File: src/rtl/tft_spi_tx_if.sv
// tft_spi_tx_if: word handshake between a producer and the TFT SPI transmitter.
//   s_data  : word to transmit (DATA_W bits)
//   s_dc    : register select, 0 = command, 1 = data
//   s_last  : this word closes the frame
//   s_valid : word offered by the producer
//   s_ready : transmitter accepts the word on a rising edge with s_valid high
// Modports: master = word producer, slave = transmitter.
interface tft_spi_tx_if #(
  parameter int DATA_W = 16
) ();
  logic [DATA_W-1:0] s_data;
  logic              s_dc;
  logic              s_last;
  logic              s_valid;
  logic              s_ready;

  modport master (output s_data, output s_dc, output s_last, output s_valid, input s_ready);
  modport slave  (input s_data, input s_dc, input s_last, input s_valid, output s_ready);
endinterface

File: src/rtl/tft_spi_tx.sv
// tft_spi_tx: SPI (mode 0) write-only transmitter for TFT panel controllers.
// Words arrive over a valid/ready handshake and are shifted out MSB first.
// Register select is sent either as a start byte {011100, dc, 0} once per
// frame (START_BYTE_EN=1) or on the dc pin (START_BYTE_EN=0). Consecutive
// words with the same register select share one chip-select frame.
// Ports:
//   SPI_CLK : the only clock, rising-edge
//   reset   : asynchronous active-high reset
//   s_if    : word handshake (slave side): s_data, s_dc, s_last, s_valid, s_ready
//   sclk    : SPI clock, idles low
//   mosi    : serial data, MSB first
//   cs_n    : active-low chip select
//   dc      : register-select pin (held 0 when START_BYTE_EN=1)
//   busy    : high whenever the FSM is not IDLE
module tft_spi_tx #(
  parameter int DATA_W        = 16,
  parameter int CLK_DIV       = 2,
  parameter int START_BYTE_EN = 1,
  parameter int CS_GAP        = 2
) (
  input  logic            SPI_CLK,
  input  logic            reset,
  tft_spi_tx_if.slave     s_if,
  output logic            sclk,
  output logic            mosi,
  output logic            cs_n,
  output logic            dc,
  output logic            busy
);

  localparam int BITS_MAX = (DATA_W > 8) ? DATA_W : 8;
  localparam int BIT_W    = $clog2(BITS_MAX);
  localparam int CNT_W    = $clog2(2 * CLK_DIV);
  localparam int GAP_W    = (CS_GAP > 1) ? $clog2(CS_GAP) : 1;

  localparam logic [CNT_W-1:0] CNT_RISE = CNT_W'(CLK_DIV - 1);
  localparam logic [CNT_W-1:0] CNT_END  = CNT_W'(2 * CLK_DIV - 1);
  localparam logic [BIT_W-1:0] SB_LAST  = BIT_W'(7);
  localparam logic [BIT_W-1:0] DW_LAST  = BIT_W'(DATA_W - 1);
  localparam logic [GAP_W-1:0] GAP_LAST = GAP_W'((CS_GAP > 1) ? (CS_GAP - 1) : 0);
  localparam logic             SBE      = (START_BYTE_EN != 0);
  localparam logic [5:0]       SB_HEAD  = 6'b011100;

  typedef enum logic [2:0] {
    ST_IDLE,
    ST_START,
    ST_DATA,
    ST_HOLD,
    ST_GAP
  } state_t;

  state_t              r_state;
  logic [CNT_W-1:0]    r_cnt;
  logic [BIT_W-1:0]    r_bit;
  logic [GAP_W-1:0]    r_gap;
  logic                r_sclk;
  logic                r_mosi;
  logic                r_cs_n;
  logic                r_dc;
  logic                r_busy;
  logic                r_s_ready;

  // Word and start-byte shift registers; they are always reloaded on a
  // handshake before being used, so they carry no reset.
  logic [DATA_W-1:0]   r_sh;
  logic [6:0]          r_sb;     // start byte below its MSB (MSB goes out at accept)
  logic                r_last;
  logic                r_dc_frame;

  logic                w_dc_mismatch;
  logic                w_ready;
  logic                w_accept;
  logic                w_bit_end;

  // A word waiting in HOLD with a different register select must not be
  // taken into the open frame: it is refused here and picked up from IDLE
  // once the frame has been closed.
  assign w_dc_mismatch = SBE && (r_state == ST_HOLD) && s_if.s_valid &&
                         (s_if.s_dc != r_dc_frame);
  assign w_ready       = r_s_ready & ~w_dc_mismatch;
  assign w_accept      = s_if.s_valid & w_ready;
  assign w_bit_end     = ((r_state == ST_START) || (r_state == ST_DATA)) &&
                         (r_cnt == CNT_END);

  assign s_if.s_ready  = w_ready;
  assign sclk          = r_sclk;
  assign mosi          = r_mosi;
  assign cs_n          = r_cs_n;
  assign dc            = r_dc;
  assign busy          = r_busy;

  // Datapath: load on handshake, shift one bit at every bit boundary.
  always_ff @(posedge SPI_CLK) begin
    if (w_accept) begin
      r_sh       <= s_if.s_data;
      r_last     <= s_if.s_last;
      r_dc_frame <= s_if.s_dc;
      r_sb       <= {SB_HEAD[4:0], s_if.s_dc, 1'b0};
    end else if (w_bit_end) begin
      if (r_state == ST_START) begin
        r_sb <= {r_sb[5:0], 1'b0};
      end else begin
        r_sh <= {r_sh[DATA_W-2:0], 1'b0};
      end
    end
  end

  // Control FSM; every pin is a register updated here.
  always_ff @(posedge SPI_CLK or posedge reset) begin
    if (reset) begin
      r_state   <= ST_IDLE;
      r_cnt     <= '0;
      r_bit     <= '0;
      r_gap     <= '0;
      r_sclk    <= 1'b0;
      r_mosi    <= 1'b0;
      r_cs_n    <= 1'b1;
      r_dc      <= 1'b0;
      r_busy    <= 1'b0;
      r_s_ready <= 1'b0;
    end else begin
      case (r_state)
        ST_IDLE: begin
          r_sclk <= 1'b0;
          r_cnt  <= '0;
          r_bit  <= '0;
          if (w_accept) begin
            // First bit is driven together with the falling cs_n.
            r_cs_n    <= 1'b0;
            r_s_ready <= 1'b0;
            r_busy    <= 1'b1;
            if (SBE) begin
              r_state <= ST_START;
              r_mosi  <= SB_HEAD[5];
            end else begin
              r_state <= ST_DATA;
              r_mosi  <= s_if.s_data[DATA_W-1];
              r_dc    <= s_if.s_dc;
            end
          end else begin
            r_cs_n    <= 1'b1;
            r_mosi    <= 1'b0;
            r_s_ready <= 1'b1;
            r_busy    <= 1'b0;
          end
        end

        ST_START, ST_DATA: begin
          if (r_cnt == CNT_RISE) begin
            r_sclk <= 1'b1;
          end
          if (w_bit_end) begin
            r_sclk <= 1'b0;
            r_cnt  <= '0;
            if (r_state == ST_START) begin
              if (r_bit == SB_LAST) begin
                r_state <= ST_DATA;
                r_bit   <= '0;
                r_mosi  <= r_sh[DATA_W-1];
              end else begin
                r_bit  <= r_bit + BIT_W'(1);
                r_mosi <= r_sb[6];
              end
            end else if (r_bit == DW_LAST) begin
              r_bit  <= '0;
              r_mosi <= 1'b0;
              if (r_last) begin
                r_state <= ST_GAP;
                r_cs_n  <= 1'b1;
                r_gap   <= '0;
              end else begin
                r_state   <= ST_HOLD;
                r_s_ready <= 1'b1;
              end
            end else begin
              r_bit  <= r_bit + BIT_W'(1);
              r_mosi <= r_sh[DATA_W-2];
            end
          end else begin
            r_cnt <= r_cnt + CNT_W'(1);
          end
        end

        ST_HOLD: begin
          r_sclk <= 1'b0;
          r_cnt  <= '0;
          r_bit  <= '0;
          if (w_accept) begin
            // Continue the open frame without a start byte.
            r_state   <= ST_DATA;
            r_mosi    <= s_if.s_data[DATA_W-1];
            r_s_ready <= 1'b0;
            if (!SBE) begin
              r_dc <= s_if.s_dc;
            end
          end else if (w_dc_mismatch) begin
            r_state   <= ST_GAP;
            r_cs_n    <= 1'b1;
            r_mosi    <= 1'b0;
            r_s_ready <= 1'b0;
            r_gap     <= '0;
          end else begin
            r_mosi <= 1'b0;
          end
        end

        ST_GAP: begin
          r_sclk <= 1'b0;
          r_mosi <= 1'b0;
          r_cs_n <= 1'b1;
          if (r_gap == GAP_LAST) begin
            r_state   <= ST_IDLE;
            r_s_ready <= 1'b1;
            r_busy    <= 1'b0;
            r_gap     <= '0;
          end else begin
            r_gap <= r_gap + GAP_W'(1);
          end
        end

        default: begin
          r_state   <= ST_IDLE;
          r_sclk    <= 1'b0;
          r_mosi    <= 1'b0;
          r_cs_n    <= 1'b1;
          r_s_ready <= 1'b0;
          r_busy    <= 1'b0;
        end
      endcase
    end
  end

endmodule

File: src/flat_wrapper.sv
// flat-port wrapper written by rule: the top's interface ports become plain ports
module tft_spi_tx_flat 
#(
  parameter int DATA_W        = 16,
  parameter int CLK_DIV       = 2,
  parameter int START_BYTE_EN = 1,
  parameter int CS_GAP        = 2
)
  (SPI_CLK, reset, sclk, mosi, cs_n, dc, busy, s_if_s_data, s_if_s_dc, s_if_s_last, s_if_s_valid, s_if_s_ready);
  tft_spi_tx_if #(.DATA_W(DATA_W)) s_if_i ();
  input  logic SPI_CLK;
  input  logic reset;
  output logic sclk;
  output logic mosi;
  output logic cs_n;
  output logic dc;
  output logic busy;
  input wire logic [$bits(s_if_i.s_data)-1:0] s_if_s_data;
  input wire logic [$bits(s_if_i.s_dc)-1:0] s_if_s_dc;
  input wire logic [$bits(s_if_i.s_last)-1:0] s_if_s_last;
  input wire logic [$bits(s_if_i.s_valid)-1:0] s_if_s_valid;
  output wire logic [$bits(s_if_i.s_ready)-1:0] s_if_s_ready;
  assign s_if_i.s_data = s_if_s_data;
  assign s_if_i.s_dc = s_if_s_dc;
  assign s_if_i.s_last = s_if_s_last;
  assign s_if_i.s_valid = s_if_s_valid;
  assign s_if_s_ready = s_if_i.s_ready;
  tft_spi_tx #(.DATA_W(DATA_W), .CLK_DIV(CLK_DIV), .START_BYTE_EN(START_BYTE_EN), .CS_GAP(CS_GAP)) u_core (.SPI_CLK(SPI_CLK), .reset(reset), .s_if(s_if_i), .sclk(sclk), .mosi(mosi), .cs_n(cs_n), .dc(dc), .busy(busy));
endmodule
File: config.mk
export PLATFORM = sky130hd
export DESIGN_NAME = tft_spi_tx_flat
export DESIGN_NICKNAME = d
export VERILOG_FILES = /design/src/rtl/tft_spi_tx_if.sv /design/src/rtl/tft_spi_tx.sv /design/src/flat_wrapper.sv
export SDC_FILE = /design/constraint.sdc
export NUM_CORES = 1
export LEC_CHECK = 0
export ABC_AREA = 1
export BUFFER_PORTS_ARGS = -buffer_cell sky130_fd_sc_hd__clkbuf_2
export CAP_MARGIN = 20
export CORE_MARGIN = 3
export CORE_UTILIZATION = 57
export CTS_CLUSTER_DIAMETER = 120
export DETAILED_ROUTE_END_ITERATION = 6
export PLACE_DENSITY = 0.91
export SLEW_MARGIN = 40
export SYNTH_ARGS = -nofsm -noshare
export SYNTH_HDL_FRONTEND = slang
export SYNTH_SLANG_ARGS = --single-unit
File: constraint.sdc
create_clock -name SPI_CLK -period 2.9 [get_ports SPI_CLK]
set_input_delay 0.435 -clock SPI_CLK [delete_from_list [all_inputs] [get_ports SPI_CLK]]
set_output_delay 0.435 -clock SPI_CLK [all_outputs]
set_load 0.03 [all_outputs]
# Word level (Yosys, flattened, before mapping)
# Index checks and enable logic that the tools add are counted.
# totals
reg_bits,39
output_inout_bits,6
wordCells,123
# classes
n_addsub,3
n_eq_ne,23
muxes,58
n_bitwise,4
reduce_logical,21
# op_table
op,count
two-way mux 16 bit,3
two-way mux 1 bit,30
two-way mux 3 bit,9
AND reduction 6 bit,3
two-way mux 4 bit,4
inequality test 2 x 1 -> 1 bit (second input constant),7
one-hot mux 3 bit (4 select lines),1
AND reduction 2 bit,5
inequality test 3 x 1 -> 1 bit (second input constant),3
one-hot mux 1 bit (3 select lines),3
two-way mux 2 bit,4
one-hot mux 4 bit (2 select lines),1
AND reduction 7 bit,1
equality test 3 x 2 -> 1 bit (second input constant),2
inequality test 2 bit (second input constant),3
nonzero test 2 bit,3
adder 4 x 1 -> 4 bit (second input constant),1
equality test 4 x 3 -> 1 bit (second input constant),1
equality test 4 bit (second input constant),1
one-hot mux 1 bit (4 select lines),1
one-hot mux 2 bit (2 select lines),1
OR reduction 2 bit,2
equality test 3 x 1 -> 1 bit (second input constant),1
equality test 3 bit (second input constant),1
other kinds (14),18

# Longest topological paths before layout
# Gate-level depths: netlist of the first run.
# depth
ltp_word,8
mapped_depth,10
ltp_nobuf,10

# Worst setup path after synthesis of the first run
# No wires, ideal clock.
# synth_path
kind,register to register
start,register u_core.r_state[2]
end,"register u_core.r_sh[0], enable pin"
arrival_ns,1.904
required_time_ns,2.489
slack_ns,0.585
stages_incl_launch_ff,4
synth_period_minus_slack_ns,2.315
cell_sequence,dfrtp_1 > inv_2 > nand3_2 > o21ai_0
# synth_via
elab_chain_len,8
elab_cells_between_ends,13
cone_classes,4 x eq/ne; 3 x bitwise; 6 x reduce/logical
# synth_rtl
element,line,source
from (decl),tft_spi_tx.sv:52,state_t r_state;
from (signal assigned),tft_spi_tx.sv:111,r_state <= ST_IDLE;
from (signal assigned),tft_spi_tx.sv:133,r_state <= ST_START;
from (signal assigned),tft_spi_tx.sv:136,r_state <= ST_DATA;
equality test 3 x 2 -> 1 bit,tft_spi_tx.sv:78,assign w_dc_mismatch = SBE && (r_state == ST_HOLD) && s_if.s_valid &&
logical AND 1 bit (2 in a row),tft_spi_tx.sv:78,
NOT 1 bit,tft_spi_tx.sv:80,assign w_ready = r_s_ready & ~w_dc_mismatch;
bitwise AND 1 bit,tft_spi_tx.sv:80,
bitwise AND 1 bit,tft_spi_tx.sv:81,assign w_accept = s_if.s_valid & w_ready;
inequality test 2 x 1 -> 1 bit (no line) / nonzero test 2 bit (equally long branches),n/a,
AND reduction 2 bit (no line) *,n/a,
to (signal assigned),tft_spi_tx.sv:95,r_sh <= s_if.s_data;
to (signal assigned),tft_spi_tx.sv:103,"r_sh <= {r_sh[DATA_W-2:0], 1'b0};"
to (decl),tft_spi_tx.sv:65,logic [DATA_W-1:0] r_sh;
# Mark *: on every way between the ends. The rest lies on a longest branch, timed or not.
# A chain may end at the register's enable or synchronous reset.

# Final worst setup path of the first run
# layout_path
start,register u_core.r_dc_frame
end,"register u_core.r_sh[11], enable pin"
# layout_via
elab_chain_len,7
elab_cells_between_ends,8
cone_classes,2 x eq/ne; 3 x bitwise; 3 x reduce/logical
# layout_rtl
element,line,source
from (decl),tft_spi_tx.sv:68,logic r_dc_frame;
from (signal assigned),tft_spi_tx.sv:97,r_dc_frame <= s_if.s_dc;
inequality test 1 bit *,tft_spi_tx.sv:79,(s_if.s_dc != r_dc_frame);
logical AND 1 bit *,tft_spi_tx.sv:78,
NOT 1 bit *,tft_spi_tx.sv:80,
bitwise AND 1 bit *,tft_spi_tx.sv:80,
bitwise AND 1 bit *,tft_spi_tx.sv:81,
inequality test 2 x 1 -> 1 bit (no line) / nonzero test 2 bit (equally long branches),n/a,
AND reduction 2 bit (no line) *,n/a,
# Marked as above.

==> flow_summary.json, run 1 <==
{
  "route.vias.total": 1649,
  "port_buffers": 25,
  "syn_area_per_cell_um2": 8.430,
  "vdd_drop_max_mv": 0.4989,
  "ys_warn_count": 0,
  "start_util_pct": 60.22,
  "layout-drive-gt1-share_pct": 20.07,
  "slew_headroom_pct": 58.37,
  "internal-power_uw": 1228,
  "fin_tns_setup_ps": 0,
  "r2r_end": "u_core.r_sh[11]$_DFFE_PP_",
  "grt_antenna_before_repair": 0,
  "cts_inserted_buffers": 5,
  "dp_cells": 312,
  "fin_area_mm2": 0.002263,
  "slew_viol_final": 0,
  "first_iter_violations": 190,
  "p_leak_uw": 0.001167,
  "crit_chain": "nor2_1 -> nor2_2 -> nand3_4 -> nand3_4 -> o21ai_1 -> buf_4",
  "globalplace.congestion": 0.8508,
  "clock-sinks": 39,
  "synth.distinct_cells": 30,
  "clockBufferDepth": 2,
  "crit_path_frequent_cell": "nand3_4",
  "min_period_ps": 2110,
  "worstSetupPathType": "reg2reg",
  "finalSetupViolCount": 0,
  "dieWidth_um": 66.07,
  "grt_pass1_vias": 1526,
  "path_max_fanout": 28,
  "final_nets": 297,
  "final_cells": 320,
  "antenna_cells": 0,
  "hp-class": "in2async",
  "post-dp-hpwl_um": 2899,
  "wl_per_cell_um": 12.11,
  "die-area_mm2": 0.004365,
  "overflow": 0,
  "cts_resized": 0,
  "r2r-start": "u_core.r_dc_frame$_DFFE_PN_",
  "cpMaxStageDelayCell": "o21ai_1",
  "fin_util_pct": 66.26,
  "post-cts-setup-buffers": 0,
  "grt_max_degree": 29,
  "syn_nets": 268,
  "timing.final.crit_share_pct": 72.77,
  "fillerInstances": 294,
  "netlist_instances": 244,
  "tightestPinTransition_ps": 620.2,
  "rr_worst_depth": 6,
  "hold_viol": 0,
  "via_per_inst": 5.153,
  "coreArea_mm2": 0.003416,
  "cp-start-kind": "register",
  "p_sw_share_pct": 46.16,
  "cap_violations": 0,
  "cts_hold_buf": 0,
  "ys_seq_elements": 39,
  "drc": 0,
  "hold_slack_ps": 97.87,
  "power_frac_comb_pct": 47.7,
  "globalRouteTotalUtil_pct": 19.98,
  "multi_input_area_um2": 857.1,
  "rows": 21,
  "ant_nets": 0,
  "clock.fmax_ghz": 0.4738,
  "worstPathRequired_ps": 2960,
  "drt_pass1_iterations": 5,
  "power_density_mw_per_mm2": 1008,
  "worstPathArrival_ps": 2170,
  "p_sw_uw": 1053,
  "placed_cell_area_mm2": 0.002206,
  "rsz0062_at_grt": "no",
  "reg2reg_setup_slack_ps": 790,
  "power.share.sequential_pct": 40.0,
  "routed_wl_um": 3876,
  "die_h_um": 66.07,
  "max_stage_delay_ps": 460,
  "regArea_mm2": 0.001047,
  "clk_pin_slew_worst_paths_ps": 120,
  "clkLatencyLatePin_ps": 350,
  "clkPwrFrac_pct": 12.3,
  "synthToLayoutAreaGrowth_pct": 10.04,
  "cts_tree": "yes",
  "grt_pass1_wl_um": 6610,
  "syn_area_mm2": 0.002057,
  "seq_area_frac_synth_pct": 50.91,
  "status": "finished clean",
  "end_kind": "register",
  "num_io_pins": 27,
  "cts-root-buf": "clkbuf_4",
  "h-tree-depth": 2,
  "fin_skew_ps": 6.522
}
[stage by stage]
step / setup WS (ps) / total power (uW)
after floorplan: 584.8 / 1770
after global placement: 780.6 / 1966
after detailed placement: 694.8 / 1998
after CTS: 810.2 / 2276
after global routing: 676.9 / 2494
final: 789.5 / 2281
[registers in the layout, indices dropped and copies added (netlist names)]
register	flops
u_core.r_cnt	2
u_core.r_gap	1
u_core.r_sh	16
u_core.r_bit	4
u_core.mosi	1
u_core.r_last	1
u_core.r_dc_frame	1
u_core.r_sb	6
u_core.sclk	1
u_core.busy	1
u_core.r_s_ready	1
u_core.r_state	3
u_core.cs_n	1
[cell families after synthesis]
kind of cell	count (synthesis)	synth area share, %
AOI/OAI and AO/OA	24	6.326
adders and majority gates	3	1.825
buffers and inverters	33	7.421
DFF	39	50.91
muxes	2	1.095
other	1	0.1823
and+or+nand+nor	142	32.24
[final cells by class]
cell class	instances	share of cell area [%]
Sequential cell	39	46.27
Multi-Input combinational cell	172	37.87
Timing Repair Buffer	26	5.860
Inverter	29	4.920
Tap cell	46	2.543
Clock buffer	5	1.658
Clock inverter	3	0.8845
[cell usage after synthesis (all sizes together)]
cell type / count / area (um2)
a21oi: 6 / 30.03
nand3: 20 / 140.1
inv: 29 / 111.4
mux2: 2 / 22.52
nand2: 101 / 409.1
nand4: 2 / 12.51
ha: 3 / 37.54
o21ai: 13 / 65.06
dfstp: 1 / 26.28
nor2: 17 / 83.83
nor3: 1 / 5.000
nor3b: 1 / 12.51
edfxtp: 19 / 570.6
a31oi: 2 / 12.51
dfrtp: 14 / 350.3
conb: 1 / 3.750
buf: 4 / 41.29
dfxtp: 5 / 100.1
o31ai: 2 / 15.01
o211ai: 1 / 7.510
[worst max-delay path by stage]
stage / startpoint / endpoint / slack [ps] / cells after the start
finish: u_core.r_dc_frame$_DFFE_PN_ / u_core.r_sh[11]$_DFFE_PP_ / 790 / 6
global route: u_core.r_dc_frame$_DFFE_PN_ / u_core.r_sh[12]$_DFFE_PP_ / 680 / 6
CTS: u_core.r_dc_frame$_DFFE_PN_ / u_core.r_sh[11]$_DFFE_PP_ / 810 / 6
detailed placement: s_if_s_dc / u_core.r_sh[11]$_DFFE_PP_ / 690 / 7
global placement: s_if_s_dc / u_core.r_sh[11]$_DFFE_PP_ / 780 / 7
floorplan: u_core.r_state[2]$_DFFE_PP0P_ / u_core.r_sh[0]$_SDFFCE_PP0P_ / 580 / 3
[placed cells by master (no fill, tap or decap), types with 3 or more instances in the layout]
cell	instances
nand3_2	3
a21oi_1	6
edfxtp_1	19
nand2_1	95
clkbuf_2	25
nand3_1	15
dfxtp_1	5
inv_1	27
nand2_4	3
nand2_2	3
nor2_1	13
ha_1	3
clkbuf_4	5
dfrtp_1	14
o21ai_0	11
[metal layers]
layer	track usage [%]	routed length, um
met5	0	0
met4	5.330	48
met3	5.272	260
met2	32.42	1822
met1	26.48	1745
[worst max-delay path: cells and delay by family (launching register included)]
kind                   cells  cell delay [ps]
buffers and inverters      1              300
AOI/OAI and AO/OA          1              460
DFF                        1              430
and+or+nand+nor            4              640
[power groups by stage]
| stage | Sequential (uW) | Combinational [uW] | Clock, uW |
|---|---|---|---|
| finish | 913 | 1090 | 280 |
| global route | 934 | 1240 | 318 |
| CTS | 914 | 1080 | 283 |
| detailed placement | 926 | 1070 | 0 |
| global placement | 919 | 1050 | 0 |
| floorplan | 950 | 820 | 0 |
(Power assumes the default switching activity.)
==> run 2, diff against run 1 <==
==> constraint.sdc (replaced) <==
create_clock -name SPI_CLK -period 2.2 [get_ports SPI_CLK]
set_input_delay 0.33 -clock SPI_CLK [delete_from_list [all_inputs] [get_ports SPI_CLK]]
set_output_delay 0.33 -clock SPI_CLK [all_outputs]
set_load 0.03 [all_outputs]
==> run 2 against run 1 <==
Clock skew grew 0.70 ps. Cell count is the same. Global-route usage grew 1.8 points. Non-clock buffer count is the same. Clock-buffer cell count grew 2. Worst setup slack lost 400 ps. Via count grew 0.85%. Routed wire length grew 5.0%. Clock power grew 25%. Cell area shrank 0.33%. Critical path type unchanged. Largest power group unchanged.
==> flow_summary.json, run 2 (synthesized netlist as in run 1, its figures left out) <==
{
  "status": "finished clean",
  "power_density_mw_per_mm2": 1325,
  "setup_slack_ps": 391.3,
  "via_per_inst": 5.197,
  "fin_skew_ps": 7.226,
  "hold_viol": 0,
  "cap_violations": 0,
  "clkLatencyLatePin_ps": 340,
  "fin_area_mm2": 0.002256,
  "min_period_ps": 1809,
  "internal-power_uw": 1621,
  "tightestPinTransition_ps": 571.8,
  "final_common_cell": "nand2_1",
  "power.share.sequential_pct": 40.7,
  "dp_cells": 312,
  "die_h_um": 66.07,
  "fin_tns_setup_ps": 0,
  "synthToLayoutAreaGrowth_pct": 9.671,
  "worstPathRequired_ps": 2240,
  "reg.largest.list": "u_core.r_sh (16), u_core.r_sb (6), u_core.r_bit (4)",
  "slew_headroom_pct": 61.84,
  "final_cell_mix": "nand2_1 (95), inv_1 (27), clkbuf_2 (25)",
  "vdd_drop_max_mv": 0.6659,
  "grt_pass1_wl_um": 7176,
  "first_iter_violations": 158,
  "end_kind": "register",
  "power_frac_comb_pct": 47.6,
  "rsz0062_at_grt": "no",
  "ant_nets": 0,
  "startpoint": "u_core.r_state[1]$_DFFE_PP0P_",
  "timing.final.crit_share_pct": 82.21,
  "cp-start-kind": "register",
  "drt_pass1_iterations": 4,
  "hp-class": "in2async",
  "finalSetupViolCount": 0,
  "clock-sinks": 39,
  "r2r_end": "u_core.r_sh[14]$_DFFE_PP_",
  "h-tree-depth": 2,
  "post-cts-setup-buffers": 0,
  "placed_cell_area_mm2": 0.002206,
  "path_max_fanout": 28,
  "globalRouteTotalUtil_pct": 21.83,
  "p_leak_uw": 0.001169,
  "wl_per_cell_um": 12.72,
  "layout-drive-gt1-share_pct": 19.34,
  "route.vias.total": 1663,
  "regMostFlops": "u_core.r_sh",
  "p_sw_uw": 1368,
  "start_util_pct": 60.22,
  "post-dp-hpwl_um": 3075,
  "r2r-start": "u_core.r_state[1]$_DFFE_PP0P_",
  "overflow": 0,
  "grt_pass1_vias": 1658,
  "antenna_cells": 0,
  "final_nets": 297,
  "largest_reg_flops": 16,
  "clk_pin_slew_worst_paths_ps": 110,
  "cts_inserted_buffers": 5,
  "rows": 21,
  "dieWidth_um": 66.07,
  "final_cells": 320,
  "port_buffers": 25,
  "clock.fmax_ghz": 0.5529,
  "p_sw_share_pct": 45.76,
  "clkPwrFrac_pct": 11.7,
  "slew_viol_final": 0,
  "cts-root-buf": "clkbuf_4",
  "drc": 0,
  "reg2reg_setup_slack_ps": 390,
  "grt_antenna_before_repair": 0,
  "post-place-ws_ps": 417.8,
  "cts_hold_buf": 0,
  "clockBufferDepth": 2,
  "cts_resized": 0,
  "die-area_mm2": 0.004365,
  "worstSetupPathType": "reg2reg",
  "routed_wl_um": 4071,
  "cts_tree": "yes",
  "rr_worst_depth": 6,
  "grt_max_degree": 29,
  "endpoint": "u_core.r_sh[14]$_DFFE_PP_",
  "num_io_pins": 27,
  "worstPathArrival_ps": 1850,
  "coreArea_mm2": 0.003416,
  "globalplace.congestion": 0.8875
}
## run 2: cell count changes in the layout (fill, tap and decap cells not counted), sizes merged
cell	previous run	this run
clkbuf	30	32
clkinvlp	2	0
## run 2: stage by stage
| stage | utilization [%] | hold WS, ps | power [uW] |
|---|---|---|---|
| 2_1_floorplan | - | 230.8 | 2333 |
| 3_3_place_gp | 64.58 | 393.2 | 2587 |
| 3_5_place_dp | 64.58 | 401.8 | 2645 |
| 4_1_cts | 66.04 | 30.16 | 2990 |
| 5_1_grt | 66.04 | 45.98 | 3289 |
| 6_report | 66.04 | 8.166 | 2989 |
## run 2: worst min path at each step
stage	to	slack, ps	start
finish	u_core.r_bit[1]$_DFFE_PP0P_	8	reset
global route	u_core.r_bit[0]$_DFFE_PP0P_	50	reset
CTS	u_core.r_bit[1]$_DFFE_PP0P_	30	reset
detailed placement	u_core.r_bit[1]$_DFFE_PP0P_	400	reset
global placement	u_core.r_bit[1]$_DFFE_PP0P_	390	reset
floorplan	u_core.busy$_DFFE_PP0P_	230	reset
## run 2: worst max-delay path, stage by stage (launching register included)
cell and delay, ps:
dfrtp_1 490, nand2_2 130, nor2_4 60, nand3_4 110, nand3_4 270, o21ai_1 180, buf_4 260
## run 2: final cells by class
cell class,instances,area (um2)
Multi-Input combinational cell,172,857.1
Clock buffer,7,45.04
Sequential cell,39,1047
Fill cell,311,1160
Timing Repair Buffer,26,132.6
Clock inverter,1,5.005
Tap cell,46,57.56
Inverter,29,111.4
## run 2: power groups by stage
stage               sequential [uW]  combinational (uW)  clock, uW
CTS                            1220                1420        351
detailed placement             1230                1420          0
global placement               1220                1370          0
finish                         1220                1420        351
floorplan                      1250                1080          0
global route                   1240                1650        394
## run 2: layer usage
| layer | vias to the layer above | global-route usage, % | wire (um) |
|---|---|---|---|
| li1 | 841 | - | - |
| met1 | 768 | 26.52 | 1718 |
| met2 | 47 | 37.67 | 2097 |
| met3 | 7 | 5.952 | 190 |
| met4 | 0 | 6.599 | 65 |
| met5 | - | 0 | 0 |
